[src/rtl/br_issue_ctrl_if.sv]
// Issue/result bundle between the branch RS entries, the shared comparator and the CDB.
// master = RS/comparator/CDB side, slave = the scheduler.
interface br_issue_ctrl_if #(
    parameter int N_REQ = 4,
    parameter int XLEN  = 32,
    parameter int ROB_W = 5
);
    logic                     flush;
    logic [ROB_W-1:0]         rob_head;
    logic [N_REQ-1:0]         req_valid;
    logic [N_REQ*ROB_W-1:0]   req_rob_idx;
    logic [N_REQ*3-1:0]       req_func;
    logic [N_REQ*XLEN-1:0]    req_rs1;
    logic [N_REQ*XLEN-1:0]    req_rs2;
    logic [N_REQ-1:0]         req_gnt;
    logic [2:0]               br_func;
    logic [XLEN-1:0]          br_rs1;
    logic [XLEN-1:0]          br_rs2;
    logic                     br_cond;
    logic                     res_valid;
    logic [ROB_W-1:0]         res_rob_idx;
    logic                     res_taken;
    logic                     cdb_gnt;

    modport master (
        output flush, rob_head, req_valid, req_rob_idx, req_func, req_rs1, req_rs2,
               br_cond, cdb_gnt,
        input  req_gnt, br_func, br_rs1, br_rs2, res_valid, res_rob_idx, res_taken
    );

    modport slave (
        input  flush, rob_head, req_valid, req_rob_idx, req_func, req_rs1, req_rs2,
               br_cond, cdb_gnt,
        output req_gnt, br_func, br_rs1, br_rs2, res_valid, res_rob_idx, res_taken
    );
endinterface

[src/rtl/br_issue_ctrl.sv]
// Oldest-ready arbiter for the shared branch comparator; result registered, valid 1 cycle after grant.
// Grants stall while a held result waits for the CDB; a drain and refill may share one edge.
module br_issue_ctrl #(
    parameter int N_REQ = 4,
    parameter int XLEN  = 32,
    parameter int ROB_W = 5
) (
    input logic            clock,
    input logic            reset_n,
    br_issue_ctrl_if.slave bus
);
    typedef enum logic {EMPTY = 1'b0, FULL = 1'b1} res_state_e;

    res_state_e       state_q, state_d;
    logic [ROB_W-1:0] rob_q, rob_d;
    logic             taken_q, taken_d;

    logic             any_vld;
    logic [N_REQ-1:0] win_oh;
    logic [ROB_W-1:0] age, best_age, win_rob;
    logic [2:0]       win_func;
    logic [XLEN-1:0]  win_rs1, win_rs2;
    logic             can_issue, issue;

    // Age is distance from the ROB head; strict '<' keeps the lowest index on ties.
    always_comb begin
        any_vld  = 1'b0;
        win_oh   = '0;
        age      = '0;
        best_age = '0;
        win_rob  = '0;
        win_func = '0;
        win_rs1  = '0;
        win_rs2  = '0;
        for (int i = 0; i < N_REQ; i++) begin
            age = bus.req_rob_idx[i*ROB_W +: ROB_W] - bus.rob_head;
            if (bus.req_valid[i] && (!any_vld || age < best_age)) begin
                any_vld   = 1'b1;
                best_age  = age;
                win_oh    = '0;
                win_oh[i] = 1'b1;
                win_rob   = bus.req_rob_idx[i*ROB_W +: ROB_W];
                win_func  = bus.req_func[i*3 +: 3];
                win_rs1   = bus.req_rs1[i*XLEN +: XLEN];
                win_rs2   = bus.req_rs2[i*XLEN +: XLEN];
            end
        end
    end

    assign can_issue = !bus.flush && (state_q == EMPTY || bus.cdb_gnt);
    assign issue     = reset_n && can_issue && any_vld;

    assign bus.req_gnt     = issue ? win_oh : '0;
    assign bus.br_func     = win_func;
    assign bus.br_rs1      = win_rs1;
    assign bus.br_rs2      = win_rs2;
    assign bus.res_valid   = (state_q == FULL);
    assign bus.res_rob_idx = rob_q;
    assign bus.res_taken   = taken_q;

    always_comb begin
        state_d = state_q;
        rob_d   = rob_q;
        taken_d = taken_q;
        if (bus.flush) begin
            state_d = EMPTY;
        end else if (issue) begin
            state_d = FULL;
            rob_d   = win_rob;
            taken_d = bus.br_cond;
        end else if (bus.cdb_gnt) begin
            state_d = EMPTY;
        end
    end

    always_ff @(posedge clock or negedge reset_n) begin
        if (!reset_n) begin
            state_q <= EMPTY;
            rob_q   <= '0;
            taken_q <= 1'b0;
        end else begin
            state_q <= state_d;
            rob_q   <= rob_d;
            taken_q <= taken_d;
        end
    end
endmodule

[src/flat_wrapper.sv]
// flat-port wrapper written by rule: the top's interface ports become plain ports
module br_issue_ctrl_flat 
#(
    parameter int N_REQ = 4,
    parameter int XLEN  = 32,
    parameter int ROB_W = 5
)
  (clock, reset_n, bus_flush, bus_rob_head, bus_req_valid, bus_req_rob_idx, bus_req_func, bus_req_rs1, bus_req_rs2, bus_br_cond, bus_cdb_gnt, bus_req_gnt, bus_br_func, bus_br_rs1, bus_br_rs2, bus_res_valid, bus_res_rob_idx, bus_res_taken);
  br_issue_ctrl_if #(.N_REQ(N_REQ), .XLEN(XLEN), .ROB_W(ROB_W)) bus_i ();
  input logic clock;
  input logic reset_n;
  input wire logic [$bits(bus_i.flush)-1:0] bus_flush;
  input wire logic [$bits(bus_i.rob_head)-1:0] bus_rob_head;
  input wire logic [$bits(bus_i.req_valid)-1:0] bus_req_valid;
  input wire logic [$bits(bus_i.req_rob_idx)-1:0] bus_req_rob_idx;
  input wire logic [$bits(bus_i.req_func)-1:0] bus_req_func;
  input wire logic [$bits(bus_i.req_rs1)-1:0] bus_req_rs1;
  input wire logic [$bits(bus_i.req_rs2)-1:0] bus_req_rs2;
  input wire logic [$bits(bus_i.br_cond)-1:0] bus_br_cond;
  input wire logic [$bits(bus_i.cdb_gnt)-1:0] bus_cdb_gnt;
  output wire logic [$bits(bus_i.req_gnt)-1:0] bus_req_gnt;
  output wire logic [$bits(bus_i.br_func)-1:0] bus_br_func;
  output wire logic [$bits(bus_i.br_rs1)-1:0] bus_br_rs1;
  output wire logic [$bits(bus_i.br_rs2)-1:0] bus_br_rs2;
  output wire logic [$bits(bus_i.res_valid)-1:0] bus_res_valid;
  output wire logic [$bits(bus_i.res_rob_idx)-1:0] bus_res_rob_idx;
  output wire logic [$bits(bus_i.res_taken)-1:0] bus_res_taken;
  assign bus_i.flush = bus_flush;
  assign bus_i.rob_head = bus_rob_head;
  assign bus_i.req_valid = bus_req_valid;
  assign bus_i.req_rob_idx = bus_req_rob_idx;
  assign bus_i.req_func = bus_req_func;
  assign bus_i.req_rs1 = bus_req_rs1;
  assign bus_i.req_rs2 = bus_req_rs2;
  assign bus_i.br_cond = bus_br_cond;
  assign bus_i.cdb_gnt = bus_cdb_gnt;
  assign bus_req_gnt = bus_i.req_gnt;
  assign bus_br_func = bus_i.br_func;
  assign bus_br_rs1 = bus_i.br_rs1;
  assign bus_br_rs2 = bus_i.br_rs2;
  assign bus_res_valid = bus_i.res_valid;
  assign bus_res_rob_idx = bus_i.res_rob_idx;
  assign bus_res_taken = bus_i.res_taken;
  br_issue_ctrl #(.N_REQ(N_REQ), .XLEN(XLEN), .ROB_W(ROB_W)) u_core (.clock(clock), .reset_n(reset_n), .bus(bus_i));
endmodule
[config.mk]
export PLATFORM = sky130hd
export DESIGN_NAME = br_issue_ctrl_flat
export DESIGN_NICKNAME = d
export VERILOG_FILES = /design/src/rtl/br_issue_ctrl_if.sv /design/src/rtl/br_issue_ctrl.sv /design/src/flat_wrapper.sv
export SDC_FILE = /design/constraint.sdc
export NUM_CORES = 1
export LEC_CHECK = 0
export CAP_MARGIN = 10
export CORE_AREA = 2 2 148 150
export DETAILED_ROUTE_END_ITERATION = 10
export DIE_AREA = 0 0 150 152
export GPL_TIMING_DRIVEN = 0
export SLEW_MARGIN = 40
export SYNTH_ARGS = -nofsm -noshare
export SYNTH_HDL_FRONTEND = slang
export SYNTH_SLANG_ARGS = --single-unit
[constraint.sdc]
create_clock -name clock -period 34.1 [get_ports clock]
set_clock_uncertainty 0.1 [all_clocks]
set_input_delay 8.525 -clock clock [delete_from_list [all_inputs] [get_ports clock]]
set_output_delay 8.525 -clock clock [all_outputs]
set_load 0.01 [all_outputs]
# Word level (Yosys, flattened, before mapping)

Cells that the tools add are included.

$add $sub $neg: 4
Magnitude comparators: 3
Muxes and demuxes: 31
Bitwise logic cells: 2
Reductions and logical operators: 16

Operator list:

| kind                | count |
|---|---|
| 2-to-1 mux 32 bit   | 8 |
| 2-to-1 mux 5 bit    | 7 |
| subtractor 5 bit    | 4 |
| 2-to-1 mux 4 bit    | 4 |
| < comparator 5 bit  | 3 |
| 2-to-1 mux 3 bit    | 4 |
| 2-to-1 mux 1 bit    | 8 |
| logical AND 1 bit   | 6 |
| zero test 1 bit     | 4 |
| logical OR 1 bit    | 4 |
| nonzero test 3 bit  | 1 |
| NOT 1 bit           | 2 |
| AND reduction 2 bit | 1 |

Register bits: 7
Output and inout port bits: 78

# Logic depth before layout (Yosys ltp)

Depth after elaboration: 17
Mapped depth: 33
Gate-level depth less buffers: 28

# Worst setup path after synthesis

No wires, ideal clock.

Kind: input-to-output
Start: input port bus_req_rob_idx[0]
End: output port bus_br_rs1[10]
Arrival time: 14.170 ns
Setup slack: 11.305 ns
Stages: 31
Path buffers: 4
Path through: inv_1 -> ha_1 -> inv_1 -> fa_1 -> a21o_1 -> a21oi_1 -> xnor2_1 -> nand2_1 -> ha_1 -> o21ai_0 -> o21ai_1 -> o21a_1 -> buf_4 -> mux2_2 -> ha_1 -> o211a_1 -> nor2_1 -> o211a_1 -> a41oi_2 -> clkbuf_1 -> nor2_1 -> a21o_1 -> ha_1 -> a211o_1 -> a21oi_1 -> o211ai_1 -> a221oi_2 -> buf_4 -> buf_2 -> nand2_1 -> o31ai_1

Longest elaborated chain between the ends: 14
Elaborated cells on any way between the ends: 20
Those cells by class: add/sub (1); order compare (3); mux (8); reduce/logical (8)

RTL lines:

| element                                                      | line                | RTL |
|---|---|---|
| start, declared                                              | flat_wrapper.sv:15  | `input wire logic [$bits(bus_i.req_rob_idx)-1:0] bus_req_rob_idx;` |
| subtractor 5 bit (*)                                         | br_issue_ctrl.sv:36 | `age = bus.req_rob_idx[i*ROB_W +: ROB_W] - bus.rob_head;` |
| 2-to-1 mux 5 bit (*)                                         | br_issue_ctrl.sv:37 | `if (bus.req_valid[i] && (!any_vld \|\| age < best_age)) begin` |
| < comparator 5 bit                                           | br_issue_ctrl.sv:37 |  |
| logical OR 1 bit                                             | br_issue_ctrl.sv:37 |  |
| logical AND 1 bit                                            | br_issue_ctrl.sv:37 |  |
| 2-to-1 mux 5 bit / 2-to-1 mux 1 bit (equally long branches)  | br_issue_ctrl.sv:37 |  |
| < comparator 5 bit / zero test 1 bit (equally long branches) | br_issue_ctrl.sv:37 |  |
| logical OR 1 bit                                             | br_issue_ctrl.sv:37 |  |
| logical AND 1 bit                                            | br_issue_ctrl.sv:37 |  |
| 2-to-1 mux 5 bit / 2-to-1 mux 1 bit (equally long branches)  | br_issue_ctrl.sv:37 |  |
| < comparator 5 bit / zero test 1 bit (equally long branches) | br_issue_ctrl.sv:37 |  |
| logical OR 1 bit                                             | br_issue_ctrl.sv:37 |  |
| logical AND 1 bit                                            | br_issue_ctrl.sv:37 |  |
| 2-to-1 mux 32 bit (*)                                        | br_issue_ctrl.sv:37 |  |
| end, declared                                                | flat_wrapper.sv:23  | `output wire logic [$bits(bus_i.br_rs1)-1:0] bus_br_rs1;` |

Mark *: on every way between the ends. The rest lies on a longest branch, timed or not.

# Worst setup path after layout

Start: input port bus_req_valid[0]
End: output port bus_br_rs2[30]

Longest elaborated chain between the ends: 13
Elaborated cells on any way between the ends: 22
Those cells by class: order compare (3); mux (10); reduce/logical (9)

RTL lines:

| element                                                      | line                | RTL |
|---|---|---|
| start, declared                                              | flat_wrapper.sv:14  | `input wire logic [$bits(bus_i.req_valid)-1:0] bus_req_valid;` |
| 2-to-1 mux 5 bit / 2-to-1 mux 1 bit (equally long branches)  | br_issue_ctrl.sv:37 |  |
| < comparator 5 bit / zero test 1 bit (equally long branches) | br_issue_ctrl.sv:37 |  |
| logical OR 1 bit                                             | br_issue_ctrl.sv:37 |  |
| logical AND 1 bit                                            | br_issue_ctrl.sv:37 |  |
| 2-to-1 mux 5 bit / 2-to-1 mux 1 bit (equally long branches)  | br_issue_ctrl.sv:37 |  |
| < comparator 5 bit / zero test 1 bit (equally long branches) | br_issue_ctrl.sv:37 |  |
| logical OR 1 bit                                             | br_issue_ctrl.sv:37 |  |
| logical AND 1 bit                                            | br_issue_ctrl.sv:37 |  |
| 2-to-1 mux 5 bit / 2-to-1 mux 1 bit (equally long branches)  | br_issue_ctrl.sv:37 |  |
| < comparator 5 bit / zero test 1 bit (equally long branches) | br_issue_ctrl.sv:37 |  |
| logical OR 1 bit                                             | br_issue_ctrl.sv:37 |  |
| logical AND 1 bit                                            | br_issue_ctrl.sv:37 |  |
| 2-to-1 mux 32 bit (*)                                        | br_issue_ctrl.sv:37 |  |
| end, declared                                                | flat_wrapper.sv:24  | `output wire logic [$bits(bus_i.br_rs2)-1:0] bus_br_rs2;` |

Marks and branches as above.

==> results.sh <==
export IMPL_outcome="finished clean"
export IMPL_antenna_left=0
export IMPL_finalCriticalPeriod_ns=25.74
export IMPL_syn_area_per_cell_sq_um=6.55
export IMPL_finalHoldViolations=0
export IMPL_p_sw_uw=203
export IMPL_die_area_sq_um=22800
export IMPL_place_area_sq_um=7970
export IMPL_wl_per_cell_um=19.3
export IMPL_cp_arrival_ns=17.11
export IMPL_vias_per_cell=4.68
export IMPL_yosys_warnings=0
export IMPL_drtPass1Iterations=4
export IMPL_met3_length_um=1890
export IMPL_p_leak_uw=0.00328
export IMPL_hpwl_um=19900
export IMPL_ys_ff_latch=7
export IMPL_syn_area_sq_um=3830
export IMPL_yosysSeqAreaShare_pct=4.57
export IMPL_post_cts_buffers=0
export IMPL_cts_root_buf="clkbuf_16"
export IMPL_worst_pin_slew_ns=0.910
export IMPL_gp_congestion=0.894
export IMPL_cts_clk_slew_worst_paths_ns=0.04
export IMPL_cpPeakStageDelay_ns=0.64
export IMPL_hp_class="reg -> reg"
export IMPL_clockPowerShare_pct=4.7
export IMPL_timing_rr_start="u_core.bus.res_valid"
export IMPL_synth_edf_count=0
export IMPL_rsz0062_at_grt="false"
export IMPL_die_h_um=152
export IMPL_drv_slew=0
export IMPL_nets=1302
export IMPL_synth_fp_nets=919
export IMPL_wl_met2_um=11700
export IMPL_grt_usage_pct=20.0
export IMPL_path_class="in -> out"
export IMPL_grt_max_degree=11
export IMPL_utilization_pct=37.8
export IMPL_p_seq_share_pct=3.1
export IMPL_n_fill_cell=2264
export IMPL_routed_top_layer="met4"
export IMPL_max_slew_margin_pct=39.4
export IMPL_wirelength_um=24200
export IMPL_grt_pass1_wl_um=35400
export IMPL_clock_sinks=7
export IMPL_fin_area_sq_um=8060
export IMPL_crit_required_ns=25.48
export IMPL_cp_common_cell="buf_2"
export IMPL_die_x_um=150
export IMPL_endpoint="bus_br_rs2[30]"
export IMPL_postCtsHoldBufs=0
export IMPL_power_frac_comb_pct=92.2
export IMPL_cp_slowest_cell="clkbuf_1"
export IMPL_r2r_slack_ns=32.18
export IMPL_crit_cells=30
export IMPL_drive_above_1_share_pct=4.45
export IMPL_cp_num_buf_inv=10
export IMPL_startpoint="bus_req_valid[0]"
export IMPL_synth_cell_types=40
export IMPL_antenna_found_initial=5
export IMPL_fin_crit_sh_pct=75.5
export IMPL_r2r_end="u_core.bus.res_rob_idx[3]"
export IMPL_startpoint_type="input pin"
export IMPL_layout_common_cells="clkdlybuf4s50_1, nand2_1, nor2_1, o31ai_1, and3_1"
export IMPL_ios=380
export IMPL_power_per_cell_area_nw_per_um2=52.7
export IMPL_cts_resized=0
export IMPL_maxCapViolations=0
export IMPL_io_buffers=378
export IMPL_grt_overflow=0
export IMPL_ys_flop_type="dfrtp_1"
export IMPL_reg2reg_depth=7
export IMPL_ir_worst_vdd_mv=0.0434
export IMPL_htree_levels=1
export IMPL_async_reset_ff_share_pct=100
export IMPL_cts_tree="yes"
export IMPL_cts_inserted_buffers=3
export IMPL_fmax_ghz=0.0389
export IMPL_internal_power_uw=222
export IMPL_setup_tns_ns=0
export IMPL_cp_max_fo=10
export IMPL_switching_share_pct=47.7
export IMPL_path_delay_family="buffers and inverters"
export IMPL_core_sq_um=21400
export IMPL_via_count=5869
export IMPL_m1WireLength_um=9960
export IMPL_final_common_cell="clkdlybuf4s50_1"
export IMPL_grt_pass1_vias=5877
export IMPL_syn_to_final_growth_pct=111
export IMPL_clockBufferDepth=2
export IMPL_drc_errors=0
export IMPL_first_iter_violations=245
export IMPL_setup_viol=0
export IMPL_fp_row_count=54
export IMPL_insertion_delay_ns=0.23
export IMPL_endpoint_kind="primary output"
export IMPL_start_util_pct=17.9
export IMPL_synthCells=585
[cells by family after synthesis]
group                      Yosys count  share of synthesized area, %
and+or+nand+nor                    238                          29.1
AOI/OAI and AO/OA                  206                          39.3
buffers and inverters               77                          9.60
adders and majority gates           32                          11.2
xor gates and xnor gates            15                          3.43
muxes                               10                          2.74
DFF                                  7                          4.57
[cell type report]
class                   count  area [sq um]  share of cell area [%]
clock buffers               4          78.8                   0.978
diodes                      6          15.0                   0.186
plain buffers              57           294                    3.65
multi-input cells         501          3290                    40.8
well taps                 280           350                    4.35
repair buffers            378          3780                    46.9
inverters                  20          75.1                   0.931
flip-flops and latches      7           175                    2.17
[synth_stat cells, types with 2 or more instances]
cell	count	area, sq um
nand2_1	76	285
nor2_1	73	274
o31ai_1	68	510
and3_1	67	419
a211oi_1	65	488
clkbuf_1	29	109
ha_1	28	350
inv_1	20	75.1
buf_2	18	90.1
o21ai_0	16	80.1
a21oi_1	14	70.1
xnor2_1	11	96.3
a21o_1	10	75.1
nor2b_1	9	56.3
dfrtp_1	7	175
o21a_1	7	52.6
mux2i_1	6	60.1
o211ai_1	6	45.0
a31oi_1	5	31.3
buf_4	5	37.5
buf_6	5	56.3
fa_1	4	80.1
mux2_2	4	45.0
nor3_1	4	20.0
xor2_1	4	35.0
a211oi_2	3	37.5
nand2b_1	3	18.8
a41o_1	2	20.0
nand3_1	2	10.0
nand3b_1	2	15.0
o211a_1	2	20.0
o21ai_1	2	10.0
[worst min path at each step]
stage	startpoint	endpoint	slack [ns]	cells after the start
2_1_floorplan	u_core.bus.res_taken	u_core.bus.res_taken	0.45	1
3_3_place_gp	u_core.bus.res_taken	u_core.bus.res_taken	0.39	1
3_5_place_dp	u_core.bus.res_taken	u_core.bus.res_taken	0.40	1
4_1_cts	u_core.bus.res_taken	u_core.bus.res_taken	0.42	1
5_1_grt	u_core.bus.res_taken	u_core.bus.res_taken	0.43	1
6_report	u_core.bus.res_taken	u_core.bus.res_taken	0.42	1
[flip-flops by register name, summed over array words and instances (netlist names)]
name / cells
u_core.bus.res_taken: 1
u_core.bus.res_rob_idx: 5
u_core.bus.res_valid: 1
[power by group through the flow]
| stage | Combinational (uW) | Sequential (uW) | Clock [uW] |
|---|---|---|---|
| floorplan | 188 | 14.6 | 0 |
| global placement | 392 | 13.0 | 0 |
| detailed placement | 393 | 13.1 | 0 |
| CTS | 395 | 13.2 | 20.1 |
| global route | 423 | 13.7 | 20.8 |
| finish | 392 | 13.2 | 19.9 |
[metrics by stage]
step	setup slack [ns]	total power [uW]	cells	hold WS (ns)
after floorplan	11.31	203	585	0.451
after global placement	7.85	405	1243	0.394
after detailed placement	8.25	406	1243	0.403
after CTS	8.21	428	1247	0.425
after global routing	7.64	458	1253	0.430
final	8.36	425	1253	0.421
[layer usage]
metal	track usage, %	vias up
li1	-	2951
met1	25.5	2651
met2	34.5	234
met3	2.88	33
met4	5.84	0
met5	0	-
(Power assumes the default switching activity.)
